File: config.mk
export PLATFORM = sky130hd
export DESIGN_NAME = controller
export DESIGN_NICKNAME = d
export VERILOG_FILES = /design/src/rtl/controller_pkg.sv /design/src/rtl/controller_decode.sv /design/src/rtl/controller.sv
export SDC_FILE = /design/constraint.sdc
export NUM_CORES = 1
export LEC_CHECK = 0
export BUFFER_PORTS_ARGS = -buffer_cell sky130_fd_sc_hd__buf_2
export CAP_MARGIN = 0
export CORE_ASPECT_RATIO = 2
export CORE_MARGIN = 8
export CORE_UTILIZATION = 30
export CTS_CLUSTER_DIAMETER = 30
export CTS_CLUSTER_SIZE = 20
export DETAILED_ROUTE_END_ITERATION = 6
export SKIP_CTS_REPAIR_TIMING = 1
export SYNTH_ARGS = -nofsm -noshare
export SYNTH_HDL_FRONTEND = slang
export SYNTH_HIERARCHICAL = 1
export SYNTH_SLANG_ARGS = --single-unit
File: constraint.sdc
create_clock -name clk -period 1.4 [get_ports clk]
set_input_delay 0.28 -clock clk [delete_from_list [all_inputs] [get_ports clk]]
set_output_delay 0.28 -clock clk [all_outputs]
set_load 0.02 [all_outputs]
File: src/rtl/controller_pkg.sv
// Shared encodings for the controller: opcodes, control-field enums and the registered control bundle.
// AUIPC decode is enabled by defining CTRL_AUIPC_EN.
package controller_pkg;

    localparam logic [6:0] OP_RTYPE  = 7'b0110011;
    localparam logic [6:0] OP_IALU   = 7'b0010011;
    localparam logic [6:0] OP_LOAD   = 7'b0000011;
    localparam logic [6:0] OP_STORE  = 7'b0100011;
    localparam logic [6:0] OP_BRANCH = 7'b1100011;
    localparam logic [6:0] OP_JALR   = 7'b1100111;
    localparam logic [6:0] OP_JAL    = 7'b1101111;
    localparam logic [6:0] OP_LUI    = 7'b0110111;
    localparam logic [6:0] OP_AUIPC  = 7'b0010111;

    localparam logic [6:0] F7_BASE = 7'b0000000;
    localparam logic [6:0] F7_ALT  = 7'b0100000;

    typedef enum logic {
        SRCA_RS1 = 1'b0,
        SRCA_PC  = 1'b1
    } srca_e;

    typedef enum logic [2:0] {
        SRCB_RS2  = 3'b000,
        SRCB_IMMI = 3'b001,
        SRCB_IMMS = 3'b010,
        SRCB_IMMB = 3'b011,
        SRCB_IMMU = 3'b100,
        SRCB_IMMJ = 3'b101
    } srcb_e;

    typedef enum logic [2:0] {
        WB_ALU  = 3'b000,
        WB_MEM  = 3'b001,
        WB_PC4  = 3'b010,
        WB_IMMU = 3'b011
    } wb_e;

    typedef enum logic [4:0] {
        ALU_ADD  = 5'b00000,
        ALU_SUB  = 5'b00001,
        ALU_SLL  = 5'b00010,
        ALU_SLT  = 5'b00011,
        ALU_SLTU = 5'b00100,
        ALU_XOR  = 5'b00101,
        ALU_SRL  = 5'b00110,
        ALU_SRA  = 5'b00111,
        ALU_OR   = 5'b01000,
        ALU_AND  = 5'b01001
    } alu_e;

    typedef enum logic [2:0] {
        BR_NONE = 3'b000,
        BR_BEQ  = 3'b001,
        BR_BNE  = 3'b010,
        BR_BLT  = 3'b011,
        BR_BGE  = 3'b100,
        BR_BLTU = 3'b101,
        BR_BGEU = 3'b110,
        BR_JUMP = 3'b111
    } br_e;

    typedef struct packed {
        logic  reg_write;
        logic  mem_write;
        srcb_e src_b;
        srca_e src_a;
        wb_e   mem_to_reg;
        alu_e  alu_control;
        br_e   branch_control;
        logic  illegal;
    } ctrl_t;

    // alt selects the funct7=0100000 variant (SUB / SRA); caller checks legality.
    function automatic alu_e alu_from_funct3(input logic [2:0] f3, input logic alt);
        alu_e op;
        case (f3)
            3'b000:  op = alt ? ALU_SUB : ALU_ADD;
            3'b001:  op = ALU_SLL;
            3'b010:  op = ALU_SLT;
            3'b011:  op = ALU_SLTU;
            3'b100:  op = ALU_XOR;
            3'b101:  op = alt ? ALU_SRA : ALU_SRL;
            3'b110:  op = ALU_OR;
            default: op = ALU_AND;
        endcase
        return op;
    endfunction

endpackage

File: src/rtl/controller_decode.sv
// Combinational instruction decode producing the unregistered control bundle.
// Honours CTRL_AUIPC_EN for the AUIPC opcode.
module controller_decode
    import controller_pkg::*;
(
    input  logic [6:0] opcode,
    input  logic [2:0] funct3,
    input  logic [6:0] funct7,
    output ctrl_t      ctrl
);

    logic bad;
    logic alt_ok;

    // funct7=0100000 is only meaningful for funct3 000 (R-type SUB) and 101 (SRA).
    assign alt_ok = (funct7 == F7_ALT) && (funct3 == 3'b000 || funct3 == 3'b101);

    always_comb begin
        ctrl = '0;
        bad  = 1'b0;
        case (opcode)
            OP_RTYPE: begin
                ctrl.reg_write = 1'b1;
                if (funct7 == F7_BASE)
                    ctrl.alu_control = alu_from_funct3(funct3, 1'b0);
                else if (alt_ok)
                    ctrl.alu_control = alu_from_funct3(funct3, 1'b1);
                else
                    bad = 1'b1;
            end
            OP_IALU: begin
                ctrl.reg_write   = 1'b1;
                ctrl.src_b       = SRCB_IMMI;
                ctrl.alu_control = alu_from_funct3(funct3, 1'b0);
                if (funct3 == 3'b001 && funct7 != F7_BASE)
                    bad = 1'b1;
                if (funct3 == 3'b101) begin
                    if (funct7 == F7_ALT)
                        ctrl.alu_control = ALU_SRA;
                    else if (funct7 != F7_BASE)
                        bad = 1'b1;
                end
            end
            OP_LOAD: begin
                ctrl.reg_write  = 1'b1;
                ctrl.src_b      = SRCB_IMMI;
                ctrl.mem_to_reg = WB_MEM;
                bad = (funct3 == 3'b011) || (funct3 == 3'b110) || (funct3 == 3'b111);
            end
            OP_STORE: begin
                ctrl.mem_write = 1'b1;
                ctrl.src_b     = SRCB_IMMS;
                bad = (funct3 > 3'b010);
            end
            OP_BRANCH: begin
                ctrl.src_a = SRCA_PC;
                ctrl.src_b = SRCB_IMMB;
                case (funct3)
                    3'b000:  ctrl.branch_control = BR_BEQ;
                    3'b001:  ctrl.branch_control = BR_BNE;
                    3'b100:  ctrl.branch_control = BR_BLT;
                    3'b101:  ctrl.branch_control = BR_BGE;
                    3'b110:  ctrl.branch_control = BR_BLTU;
                    3'b111:  ctrl.branch_control = BR_BGEU;
                    default: bad = 1'b1;
                endcase
            end
            OP_JALR: begin
                ctrl.reg_write      = 1'b1;
                ctrl.src_b          = SRCB_IMMI;
                ctrl.mem_to_reg     = WB_PC4;
                ctrl.branch_control = BR_JUMP;
                bad = (funct3 != 3'b000);
            end
            OP_JAL: begin
                ctrl.reg_write      = 1'b1;
                ctrl.src_a          = SRCA_PC;
                ctrl.src_b          = SRCB_IMMJ;
                ctrl.mem_to_reg     = WB_PC4;
                ctrl.branch_control = BR_JUMP;
            end
            OP_LUI: begin
                ctrl.reg_write  = 1'b1;
                ctrl.src_b      = SRCB_IMMU;
                ctrl.mem_to_reg = WB_IMMU;
            end
`ifdef CTRL_AUIPC_EN
            OP_AUIPC: begin
                ctrl.reg_write = 1'b1;
                ctrl.src_a     = SRCA_PC;
                ctrl.src_b     = SRCB_IMMU;
            end
`endif
            default: bad = 1'b1;
        endcase

        if (bad) begin
            ctrl         = '0;
            ctrl.illegal = 1'b1;
        end
    end

endmodule

File: src/rtl/controller.sv
// Instruction-decode controller: registers the decoded control bundle with stall/flush/async reset.
// Define CTRL_AUIPC_EN to decode AUIPC; otherwise it is reported as illegal.
module controller
    import controller_pkg::*;
(
    input  logic       clk,
    input  logic       rst,
    input  logic [6:0] opcode,
    input  logic [2:0] funct3,
    input  logic [6:0] funct7,
    input  logic       stall,
    input  logic       flush,
    output logic       RegWrite,
    output logic       MemWrite,
    output logic [3:0] ALUSrc,
    output logic [2:0] MemtoReg,
    output logic [4:0] ALUControl,
    output logic [2:0] BranchControl,
    output logic       IllegalInstr
);

    ctrl_t ctrl_d;
    ctrl_t ctrl_q;

    controller_decode u_decode (
        .opcode (opcode),
        .funct3 (funct3),
        .funct7 (funct7),
        .ctrl   (ctrl_d)
    );

    // Flush outranks stall so a bubble can be injected into a held stage.
    always_ff @(posedge clk or posedge rst) begin
        if (rst)
            ctrl_q <= '0;
        else if (flush)
            ctrl_q <= '0;
        else if (!stall)
            ctrl_q <= ctrl_d;
    end

    assign RegWrite      = ctrl_q.reg_write;
    assign MemWrite      = ctrl_q.mem_write;
    assign ALUSrc        = {ctrl_q.src_b, ctrl_q.src_a};
    assign MemtoReg      = ctrl_q.mem_to_reg;
    assign ALUControl    = ctrl_q.alu_control;
    assign BranchControl = ctrl_q.branch_control;
    assign IllegalInstr  = ctrl_q.illegal;

endmodule

==> impl_metrics.tcl <==
set metrics [dict create \
    maxCapViolCount 0 \
    violations "negative setup slack" \
    drt-total-wl_um 4110 \
    top_layer "met4" \
    numCtsBuffers 3 \
    crit_fanout 4 \
    synth.top_cell.area_share_pct 31.7 \
    die_w_um 64.7 \
    grt_usage_pct 11.2 \
    n_antenna_cell 0 \
    synthArstFlopShare_pct 100 \
    core-area_sq_mm 0.00460 \
    multi_input_comb_area_sq_mm 0.00100 \
    grt_pass1_vias 1498 \
    cpPeakStageDelay_ns 0.36 \
    drive_gt1_share_pct 46.6 \
    cts.path.max_buffers 2 \
    gp_congestion 0.806 \
    route.met2.wl_um 2350 \
    period_share_pct 107 \
    min_path_type "in -> async" \
    cp_top_family "simple AND/OR/NAND/NOR gates" \
    synth.top_cells.by_area "dfrtp_1 (32%), mux2i_1 (13%), nor2_1 (6.6%)" \
    cts_tree "yes" \
    drv_slew 0 \
    wl_met1_um 1580 \
    finClkSkew_ns 0 \
    yosysMostFrequentCell "nor2_1" \
    synth_edf_count 0 \
    total_power_mw 1.33 \
    final_nets 245 \
    antenna_found_initial 0 \
    via_per_inst 5.05 \
    grt_max_degree 19 \
    place_area_sq_mm 0.00190 \
    grt_pass1_wl_um 6800 \
    crit_slowest_cell "or3_1" \
    fin_tns_setup_ns -0.347 \
    avgSynthCellArea_sq_um 8.88 \
    vdd_drop_max_mv 0.544 \
    cp-end-kind "flip-flop" \
    cts.clk_slew.worst_paths_ns 0.07 \
    start_kind "input port" \
    yosys.area.top_type "dfrtp_1" \
    fin_area_sq_mm 0.00219 \
    leakagePower_nw 1.04 \
    rows 35 \
    h-tree-depth 1 \
    min_period_ns 1.50 \
    clk_latency_ns 0.25 \
    dp_hpwl_um 3270 \
    port_buffers 38 \
    outcome "finished, violations left" \
    layout_setup_ws_ns -0.0969 \
    wire_per_inst_um 14.8 \
    io_pins 39 \
    drtIter0Drc 19 \
    critical_path_class "in -> reg" \
    path_cells "buf_8 > buf_6 > xor2_4 > o2111ai_4 > o221ai_4 > or3_1 > mux2i_1 > nor2_1" \
    ys_warn_count 6 \
    routed-wl-met3_um 139 \
    syn_area_sq_mm 0.00142 \
    ys_seq_area_share_pct 31.7 \
    fin_util_pct 47.6 \
    p_per_area_mw_per_mm2 607 \
    worstPathRequired_ns 1.53 \
    area_growth_pct 54.1 \
    rsz0062_at_grt "yes" \
    synthFlopType "dfrtp_1" \
    reg2reg_slack_ns 0.68 \
    root_buffer "clkbuf_8" \
    grt-ovfl-total 0 \
    dr_total_vias 1405 \
    ys_types 50 \
    syn_inst 160 \
    die_h_um 113 \
    die_area_sq_mm 0.00733 \
    placedCellCount 273 \
    cp_num_buf_inv 2 \
    clkSinkCount 18 \
    fillers 467 \
    drc 0 \
    layout.area.seq_sq_um 450 \
    cp.arrival_ns 1.62 \
    first_pass_iters 4 \
    setup_viol 5 \
    synth_seq_cells 18 \
    synth_common_cells "nor2_1 (25), mux2i_1 (19), dfrtp_1 (18), a21oi_1 (9), nand2_1 (7)" \
    fmax_mhz 668 \
    instances_no_fill 278 \
    ant_nets 0 \
    start_util_pct 30.9 \
    hold_viol_final 0 \
]
[worst paths after layout]
check / start / end / cells after the start
max: funct3[0] / IllegalInstr$_DFFE_PP0P_ / 8
min: rst / ALUControl[0]$_DFFE_PP0P_ / 3
max reg2reg: BranchControl[0]$_DFFE_PP0P_ / BranchControl[0]$_DFFE_PP0P_ / 2
min reg2reg: ALUControl[3]$_DFFE_PP0P_ / ALUControl[3]$_DFFE_PP0P_ / 2
max in group asynchronous: rst / BranchControl[2]$_DFFE_PP0P_ / 3
min in group clk: flush / BranchControl[1]$_DFFE_PP0P_ / 2
[state kept, by name, summed over array words and instances, names as in the netlist]
name,flops
RegWrite,1
MemtoReg,3
MemWrite,1
BranchControl,3
ALUControl,5
IllegalInstr,1
ALUSrc,4
[layer usage]
layer / vias up / global-route usage (%)
met1: 682 / 11.0
met2: 25 / 21.5
met3: 4 / 2.08
met4: 0 / 4.69
li1: 694 / -
met5: - / 0
[area by class of cell]
class | instances | share of cell area (%)
multi-input cells | 121 | 45.8
well taps | 55 | 3.14
flip-flops and latches | 18 | 20.6
inverters | 6 | 1.03
repair buffers | 74 | 27.0
clock buffers | 4 | 2.51
[tightest hold or removal path, cell delays in order]
cell	delay (ns)
buf_2	0.09
inv_1	0.04
buf_4	0.24
[stage by stage]
step,worst slack (ns),hold WS (ns)
finish,-0.0969,0.0316
global route,-0.160,0.0639
CTS,-0.148,0.0341
detailed placement,-0.407,0.307
global placement,-0.420,0.304
floorplan,-0.299,0.219
[where the power goes]
group          switching (mW)  internal (mW)  leakage, nW
combinational           0.195          0.192        0.760
clock                   0.162          0.249       0.0288
sequential            0.00378          0.527        0.249
[kinds of logic (layout without fill, tap and decap cells)]
| logic type | after synthesis | in the layout | share of synthesized area [%] |
|---|---|---|---|
| AND/OR/NAND/NOR | 64 | 64 | 23.4 |
| buffers and inverters | 22 | 84 | 9.33 |
| other | 1 | 2 | 0.264 |
| multiplexers | 19 | 19 | 13.4 |
| AO/OA/AOI/OAI | 33 | 33 | 20.1 |
| flip-flops | 18 | 18 | 31.7 |
| XOR/XNOR | 3 | 3 | 1.85 |
[layout by cell type, fill, tap and decap left out, types with 2 or more instances in the layout]
cell	count
nand3_2	2
nor4_1	3
nand3_1	2
nand2b_1	2
mux2i_1	19
buf_12	5
or3_1	2
buf_4	30
nor4b_4	2
buf_2	29
nor2b_1	2
o21ai_0	3
clkbuf_8	4
and3_1	2
dfrtp_1	18
o211ai_1	3
buf_6	8
buf_8	2
conb_1	2
o21ai_1	2
a21oi_1	7
nor2_1	24
inv_1	5
a21oi_2	2
nor3_2	2
nor3_1	3
nand2_1	7
No activity file was read; power rests on OpenSTA's default activity.
